## src/rtl/decode_cycle.sv

```systemverilog
// ---------------------------------------------------------------------------
// decode_cycle: instruction decode stage of a 5-stage RV32I pipeline.
//
// Decodes the control fields of InstrD, extends the immediate, reads the
// 32x32 register file and registers everything into the ID/EX boundary.
// It also owns the register-file write port that writeback drives.
//
// Ports
//   clk, rst                 clock, synchronous active-low reset
//   InstrD, PCD, PCPlus4D    IF/ID inputs (instruction, PC, PC+4)
//   RegWriteW, RDW, ResultW  writeback write port
//   FlushE                   squash the ID/EX register (taken branch/jump)
//   *E outputs               registered ID/EX contents for execute
//
// Handshake: none. ID/EX loads on every rising edge; there is no stall.
// ---------------------------------------------------------------------------
module decode_cycle #(
  parameter int DATA_W            = 32,
  parameter int REG_AW            = 5,
  parameter bit CLEAR_RF_ON_RESET = 1'b1
) (
  input  logic              clk,
  input  logic              rst,
  input  logic [31:0]       InstrD,
  input  logic [DATA_W-1:0] PCD,
  input  logic [DATA_W-1:0] PCPlus4D,
  input  logic              RegWriteW,
  input  logic [REG_AW-1:0] RDW,
  input  logic [DATA_W-1:0] ResultW,
  input  logic              FlushE,
  output logic              RegWriteE,
  output logic              MemWriteE,
  output logic [1:0]        ResultSrcE,
  output logic              ALUSrcE,
  output logic [2:0]        ALUControlE,
  output logic              BranchE,
  output logic              JumpE,
  output logic [DATA_W-1:0] RD1E,
  output logic [DATA_W-1:0] RD2E,
  output logic [DATA_W-1:0] ImmExtE,
  output logic [REG_AW-1:0] Rs1E,
  output logic [REG_AW-1:0] Rs2E,
  output logic [REG_AW-1:0] RdE,
  output logic [DATA_W-1:0] PCE,
  output logic [DATA_W-1:0] PCPlus4E
);

  localparam int NREGS = 1 << REG_AW;

  typedef enum logic [2:0] {
    IMM_NONE = 3'd0,
    IMM_I    = 3'd1,
    IMM_S    = 3'd2,
    IMM_B    = 3'd3,
    IMM_J    = 3'd4
  } imm_sel_e;

  localparam logic [6:0] OP_LW   = 7'b0000011;
  localparam logic [6:0] OP_SW   = 7'b0100011;
  localparam logic [6:0] OP_R    = 7'b0110011;
  localparam logic [6:0] OP_IALU = 7'b0010011;
  localparam logic [6:0] OP_BEQ  = 7'b1100011;
  localparam logic [6:0] OP_JAL  = 7'b1101111;

  // Field extraction
  logic [6:0]        op;
  logic [2:0]        f3;
  logic              f7b5;
  logic [REG_AW-1:0] rs1, rs2, rd;

  assign op   = InstrD[6:0];
  assign rd   = InstrD[11:7];
  assign f3   = InstrD[14:12];
  assign rs1  = InstrD[19:15];
  assign rs2  = InstrD[24:20];
  assign f7b5 = InstrD[30];

  // Main decoder
  logic     reg_write_d, mem_write_d, alu_src_d, branch_d, jump_d;
  logic [1:0] result_src_d, alu_op;
  imm_sel_e imm_sel;

  always_comb begin
    reg_write_d  = 1'b0;
    mem_write_d  = 1'b0;
    alu_src_d    = 1'b0;
    branch_d     = 1'b0;
    jump_d       = 1'b0;
    result_src_d = 2'b00;
    alu_op       = 2'b00;
    imm_sel      = IMM_NONE;
    unique case (op)
      OP_LW: begin
        reg_write_d  = 1'b1;
        imm_sel      = IMM_I;
        alu_src_d    = 1'b1;
        result_src_d = 2'b01;
      end
      OP_SW: begin
        imm_sel     = IMM_S;
        alu_src_d   = 1'b1;
        mem_write_d = 1'b1;
      end
      OP_R: begin
        reg_write_d = 1'b1;
        alu_op      = 2'b10;
      end
      OP_IALU: begin
        reg_write_d = 1'b1;
        imm_sel     = IMM_I;
        alu_src_d   = 1'b1;
        alu_op      = 2'b10;
      end
      OP_BEQ: begin
        imm_sel  = IMM_B;
        branch_d = 1'b1;
        alu_op   = 2'b01;
      end
      OP_JAL: begin
        reg_write_d  = 1'b1;
        imm_sel      = IMM_J;
        result_src_d = 2'b10;
        jump_d       = 1'b1;
      end
      default: ; // unknown opcode decodes to a bubble
    endcase
  end

  // ALU decoder
  logic [2:0] alu_ctrl_d;

  always_comb begin
    alu_ctrl_d = 3'b000;
    unique case (alu_op)
      2'b01: alu_ctrl_d = 3'b001;
      2'b10: begin
        unique case (f3)
          // Only register-register ops use f7b5 to pick sub; addi ignores it.
          3'b000:  alu_ctrl_d = (op == OP_R && f7b5) ? 3'b001 : 3'b000;
          3'b010:  alu_ctrl_d = 3'b101;
          3'b110:  alu_ctrl_d = 3'b011;
          3'b111:  alu_ctrl_d = 3'b010;
          default: alu_ctrl_d = 3'b000;
        endcase
      end
      default: alu_ctrl_d = 3'b000;
    endcase
  end

  // Immediate extension, sign taken from InstrD[31]
  logic [DATA_W-1:0] imm_ext_d;

  always_comb begin
    imm_ext_d = '0;
    unique case (imm_sel)
      IMM_I:   imm_ext_d = {{20{InstrD[31]}}, InstrD[31:20]};
      IMM_S:   imm_ext_d = {{20{InstrD[31]}}, InstrD[31:25], InstrD[11:7]};
      IMM_B:   imm_ext_d = {{20{InstrD[31]}}, InstrD[7], InstrD[30:25],
                            InstrD[11:8], 1'b0};
      IMM_J:   imm_ext_d = {{12{InstrD[31]}}, InstrD[19:12], InstrD[20],
                            InstrD[30:21], 1'b0};
      default: imm_ext_d = '0;
    endcase
  end

  // Register file
  logic [DATA_W-1:0] regs_q [NREGS];
  logic              wr_en;

  assign wr_en = RegWriteW && (RDW != '0);

  always_ff @(posedge clk) begin
    if (!rst && CLEAR_RF_ON_RESET) begin
      for (int i = 0; i < NREGS; i++) regs_q[i] <= '0;
    end else if (wr_en) begin
      regs_q[RDW] <= ResultW;
    end
  end

  // Combinational read with write-through so the same-cycle writeback value
  // is what reaches RD1E/RD2E; x0 is hardwired to zero.
  logic [DATA_W-1:0] rd1_d, rd2_d;

  always_comb begin
    rd1_d = '0;
    rd2_d = '0;
    if (rs1 != '0) rd1_d = (wr_en && RDW == rs1) ? ResultW : regs_q[rs1];
    if (rs2 != '0) rd2_d = (wr_en && RDW == rs2) ? ResultW : regs_q[rs2];
  end

  // ID/EX register
  always_ff @(posedge clk) begin
    if (!rst || FlushE) begin
      RegWriteE   <= 1'b0;
      MemWriteE   <= 1'b0;
      ResultSrcE  <= 2'b00;
      ALUSrcE     <= 1'b0;
      ALUControlE <= 3'b000;
      BranchE     <= 1'b0;
      JumpE       <= 1'b0;
      RD1E        <= '0;
      RD2E        <= '0;
      ImmExtE     <= '0;
      Rs1E        <= '0;
      Rs2E        <= '0;
      RdE         <= '0;
      PCE         <= '0;
      PCPlus4E    <= '0;
    end else begin
      RegWriteE   <= reg_write_d;
      MemWriteE   <= mem_write_d;
      ResultSrcE  <= result_src_d;
      ALUSrcE     <= alu_src_d;
      ALUControlE <= alu_ctrl_d;
      BranchE     <= branch_d;
      JumpE       <= jump_d;
      RD1E        <= rd1_d;
      RD2E        <= rd2_d;
      ImmExtE     <= imm_ext_d;
      Rs1E        <= rs1;
      Rs2E        <= rs2;
      RdE         <= rd;
      PCE         <= PCD;
      PCPlus4E    <= PCPlus4D;
    end
  end

endmodule

```

## config.mk

```make
export PLATFORM = sky130hd
export DESIGN_NAME = decode_cycle
export DESIGN_NICKNAME = d
export VERILOG_FILES = /design/src/rtl/decode_cycle.sv
export SDC_FILE = /design/constraint.sdc
export NUM_CORES = 2
export LEC_CHECK = 0
export CAP_MARGIN = 20
export CORE_ASPECT_RATIO = 0.7
export CORE_UTILIZATION = 45
export DETAILED_ROUTE_END_ITERATION = 10
export HOLD_SLACK_MARGIN = 0.15
export PLACE_DENSITY = 0.68
export SYNTH_ARGS = -nofsm -noshare
export SYNTH_HDL_FRONTEND = slang
export SYNTH_SLANG_ARGS = --single-unit
```

## constraint.sdc

```tcl
create_clock -name clk -period 6.01 [get_ports clk]
set_clock_uncertainty 0.05 [all_clocks]
set_input_delay 0.601 -clock clk [delete_from_list [all_inputs] [get_ports clk]]
set_output_delay 0.601 -clock clk [all_outputs]
set_load 0.1 [all_outputs]
```

-- Yosys cells after proc, flatten, opt, wreduce, memory -nomap -nowiden
Memories as Yosys holds them, arrays and structs flattened. A register that Yosys moved wholly into a read port is not among the register bits.
Index checks and enable logic that the tools add are counted.
- register bits: 121
- bits in writable memories: 1024
- output and inout port bits: 185
- word-level logic and storage cells: 65
- memories: 1
- bitwise logic cells: 2
- multiplexer cells: 19
- equality and inequality tests: 15
- reduce and logical (&&, ||, !) cells: 15
- memories (name ; words ; bits a word ; rd ports ; clocked after memory_dff ; wr ports ; RTL line ; RTL):
    regs_q ; 32 ; 32 ; 2 ; 2 ; 32 ; 167 ; logic [DATA_W-1:0] regs_q [NREGS];
- operators by type and width (operator ; number):
    32-bit one-hot mux with 4 select lines ; 1
    32-bit two-way mux ; 1
    32-bit OR reduction ; 1
    3-bit one-hot mux with 4 select lines ; 2
    5-bit nonzero test ; 3
    7-bit by 6-bit equality test with 1-bit output, second input constant ; 2
    7-bit equality test, second input constant ; 2
    1-bit two-way mux ; 11
    3-bit by 2-bit equality test with 1-bit output, second input constant ; 3
    3-bit equality test, second input constant ; 3
    2-bit one-hot mux with 2 select lines ; 2
    2-bit OR reduction ; 4
    7-bit by 2-bit equality test with 1-bit output, second input constant ; 1
    7-bit by 5-bit equality test with 1-bit output, second input constant ; 1
    3-bit one-hot mux with 2 select lines ; 1
    5-bit two-way mux ; 1
    4-bit OR reduction ; 1
    3-bit by 1-bit equality test with 1-bit output, second input constant ; 1
    3-bit logical NOT ; 1
    3-bit OR reduction ; 1
    2-bit by 1-bit equality test with 1-bit output, second input constant ; 1
    2-bit equality test, second input constant ; 1
    1-bit logical AND ; 2
    1-bit NOT ; 2
    other kinds (2) ; 2

-- Logic depth before layout (Yosys ltp)
- depth in word-level cells: 7
- mapped depth: 10
- gate-level depth less buffers: 7

-- Worst setup path after synthesis
No wires, ideal clock.
- kind: input -> register
- start: input rst
- end: memory regs_q[4][0], enable pin
- cell stages on the path: 5
- setup time: 466 ps
- arrival: 3899 ps
- buffers on the path: 2
- setup slack: 1595 ps
- data required time: 5494 ps
- cells stage by stage: buf_2 -> nand2_1 -> or4_1 -> buf_2 -> o21ai_0
- RTL lines (what ; RTL line ; RTL):
    start: declaration ; 23 ; input logic rst,
    end: declaration ; 167 ;

-- Final worst setup path
- start: input InstrD[24]
- end: register RD2E[26], read port of regs_q
- longest elaborated chain between the ends: 3
- ends and longest elaborated chain (what ; RTL line ; RTL):
    start: declaration ; 24 ; input logic [31:0] InstrD,
    5-bit nonzero test ; 188 ; if (rs2 != '0) rd2_d = (wr_en && RDW == rs2) ? ResultW : regs_q[rs2];
    1-bit NOT (no line) ; n/a ;
    2-bit OR reduction (no line) ; n/a ;
    end: declaration ; 39 ; output logic [DATA_W-1:0] RD2E,
Several ways; a longest one is shown, not always the timed one.
A chain may end at the register's enable or synchronous reset.

==> flow_summary.json <==
{
  "startpoint": "InstrD[24]",
  "whs_ns": 0.233,
  "relSlewSlack_pct": 19.3,
  "met2_usage_pct": 43.4,
  "synth-edff-count": 1024,
  "setup_viol": 0,
  "ios": 322,
  "ant_nets": 0,
  "synth_cell_types": 65,
  "wl_per_cell_um": 33.1,
  "grt_use_total_pct": 29.8,
  "rsz0062_at_grt": "false",
  "slew_viol_final": 0,
  "clock_path_buffers": 3,
  "min_period_over_period_pct": 60.3,
  "power_density_mw_per_mm2": 289,
  "worstPathArrival_ns": 4.20,
  "maxCapViolations": 0,
  "fin_crit_ns": 3.62,
  "use_met3_pct": 7.53,
  "die_y_um": 306,
  "cts_buffers": 117,
  "hold_start": "InstrD[20]",
  "drt-initial-drc-count": 6134,
  "fin_ws_ns": 2.39,
  "synth_area_leader_cell": "edfxtp_1",
  "synth-seq-cells": 1198,
  "viasPerCell": 6.42,
  "dieArea_mm2": 0.133,
  "placed_area_mm2": 0.0648,
  "cp.required_ns": 6.59,
  "grt_pass1_vias": 38400,
  "cts_root_buf": "clkbuf_16",
  "htreeDepth": 3,
  "drc": 0,
  "holdBufCountCts": 0,
  "placed_cells": 5871,
  "use_met1_pct": 41.8,
  "tightestPinTransition_ns": 1.21,
  "critPathKind": "primary input to flop",
  "synthMuxAreaShare_pct": 20.2,
  "vias": 39200,
  "wl_um": 202000,
  "cp-end-kind": "flop",
  "vdd_ir_drop_max_mv": 0.256,
  "dp.final_hpwl_um": 126000,
  "cp-start-kind": "primary input",
  "p_leak_nw": 24.0,
  "routabilityCongestion": 0.923,
  "port_buffers": 321,
  "grt_overflow": 0,
  "avgSynthCellArea_um2": 14.6,
  "async_flop_share_pct": 0,
  "placementRows": 111,
  "hp-class": "primary input to flop",
  "synthCells": 4064,
  "r2r-start": "regs_q[27][23]$_SDFFCE_PN0P_",
  "antenna_found_initial": 16,
  "yosysTopAreaCellShare_pct": 51.8,
  "yosys-top-cells-area": "edfxtp_1 52%, mux4_2 17%, and2_1 11%",
  "synth_compound_area_share_pct": 5.49,
  "cts_resized": 0,
  "final_area_mm2": 0.0690,
  "start_util_pct": 45.3,
  "grt_max_degree": 101,
  "chipWidth_um": 436,
  "synthFlopType": "edfxtp_1",
  "nNetsFinal": 4389,
  "insertion_delay_ns": 0.76,
  "dr.pass1.iters": 6,
  "cts_tree": "done",
  "synth_xor_area_share_pct": 0.147,
  "synth_top_family_by_area": "multiplexers",
  "core-area_mm2": 0.131,
  "yosys_warnings": 0,
  "cp_max_fo": 16,
  "place_ws_ns": 1.78,
  "area_growth_pct": 16.2,
  "yosysSeqAreaShare_pct": 57.6,
  "layout-drive-gt1-share_pct": 20.6,
  "status": "finished clean",
  "grt_pass1_wl_um": 284000,
  "hold_viol_final": 0,
  "fmax_ghz": 0.276,
  "clock-sinks": 1198,
  "yosys.area_share.simple_pct": 13.1,
  "setup-tns-final_ns": 0,
  "path_clk_slew_ns": 0.06,
  "syn_area_mm2": 0.0594,
  "post_cts_buffers": 0,
  "top_usage_layer": "met2",
  "synthAdderAreaFrac_pct": 0.0421,
  "finalNonFillerCells": 6112
}
[final timing paths]
path | to | depth (start not counted) | slack (ns)
max reg2reg | RD1E[23]$_SDFF_PP0_ | 6 | 3.68
max | RD2E[26]$_SDFF_PP0_ | 7 | 2.39
min reg2reg | RD1E[7]$_SDFF_PP0_ | 4 | 0.80
min | Rs2E[0]$_SDFF_PP0_ | 2 | 0.23
[state kept, by name, indices dropped and copies added (netlist names), 2 cells and up]
register	cells
PCPlus4E	32
RdE	5
PCE	32
regs_q	1024
ImmExtE	21
Rs1E	5
RD1E	32
Rs2E	5
ResultSrcE	2
ALUControlE	3
RD2E	32
[synthesized netlist by cell type, types with 8 or more instances]
master,number
clkbuf_2,9
edfxtp_1,1024
o21ai_0,79
buf_1,11
and2_1,1082
nor2_1,58
nand2_1,48
a22oi_1,99
mux2i_1,183
mux4_2,436
nor3_1,15
buf_2,70
a211oi_1,8
a21oi_1,69
o22ai_1,42
buf_4,38
nor2b_1,9
dfxtp_1,174
a211o_1,16
mux2_2,33
o221ai_1,37
a31oi_1,8
a221oi_1,14
nand3_1,44
buf_6,10
clkbuf_1,294
a21o_1,14
a22o_1,31
[power by group]
| group | total, W | internal [W] | switching [W] | leakage [nW] |
|---|---|---|---|---|
| clock network | 0.00765 | 0.00428 | 0.00337 | 1.92 |
| logic | 0.00259 | 0.000959 | 0.00163 | 10.9 |
| registers | 0.00971 | 0.00946 | 0.000252 | 11.2 |
| total | 0.0199 | 0.0147 | 0.00525 | 24.0 |
[stage by stage]
step                total power, W  utilization [%]
floorplan                   0.0114                -
CTS                         0.0199             52.5
global placement            0.0123             49.3
detailed placement          0.0124             49.5
finish                      0.0199             52.7
global route                0.0204             52.7
[worst max-delay path, cell delays in order]
cell,delay [ns]
clkdlybuf4s50_1,1.05
nor2_1,0.79
buf_4,0.31
nand2_1,0.69
o22ai_1,0.49
a211o_1,0.15
o21ai_0,0.08
[kinds of logic after synthesis]
family,Yosys count
and+or+nand+nor,1293
DFF,1198
muxes,652
AOI/OAI and AO/OA,468
buffers and inverters,440
xor gates and xnor gates,10
adders and majority gates,2
other,1
[layout by cell type, fill, tap and decap left out, drive strengths merged, types with 9 or more instances in the layout]
cell           count
mux2              33
nand2             48
dfxtp            174
edfxtp          1024
o221ai            37
clkdlybuf4s50    311
a22oi             99
o22ai             42
nor2              61
clkbuf           176
conb              32
buf              153
nor3              15
inv               12
mux2i            183
a21oi             69
a211o             16
mux4             436
a221oi            14
nor2b              9
clkinv            35
o21ai             85
a22o              31
and2            1083
nand3             44
a21o              14
[routing by layer]
layer	share of wire (%)	up-vias
met1	38	20000
li1	-	15800
met4	5.2	2
met2	44	2903
met3	13	519
met5	0.0064	-
[area by class of cell]
class,count,area [um^2]
diodes,7,17.5
clock buffers,172,3420
clock inverters,51,490
fillers,10600,61900
inverters,8,31.3
multi-input cells,2457,23900
flip-flops and latches,1198,34200
well taps,1751,2190
repair buffers,468,4720
(Power assumes the default switching activity.)
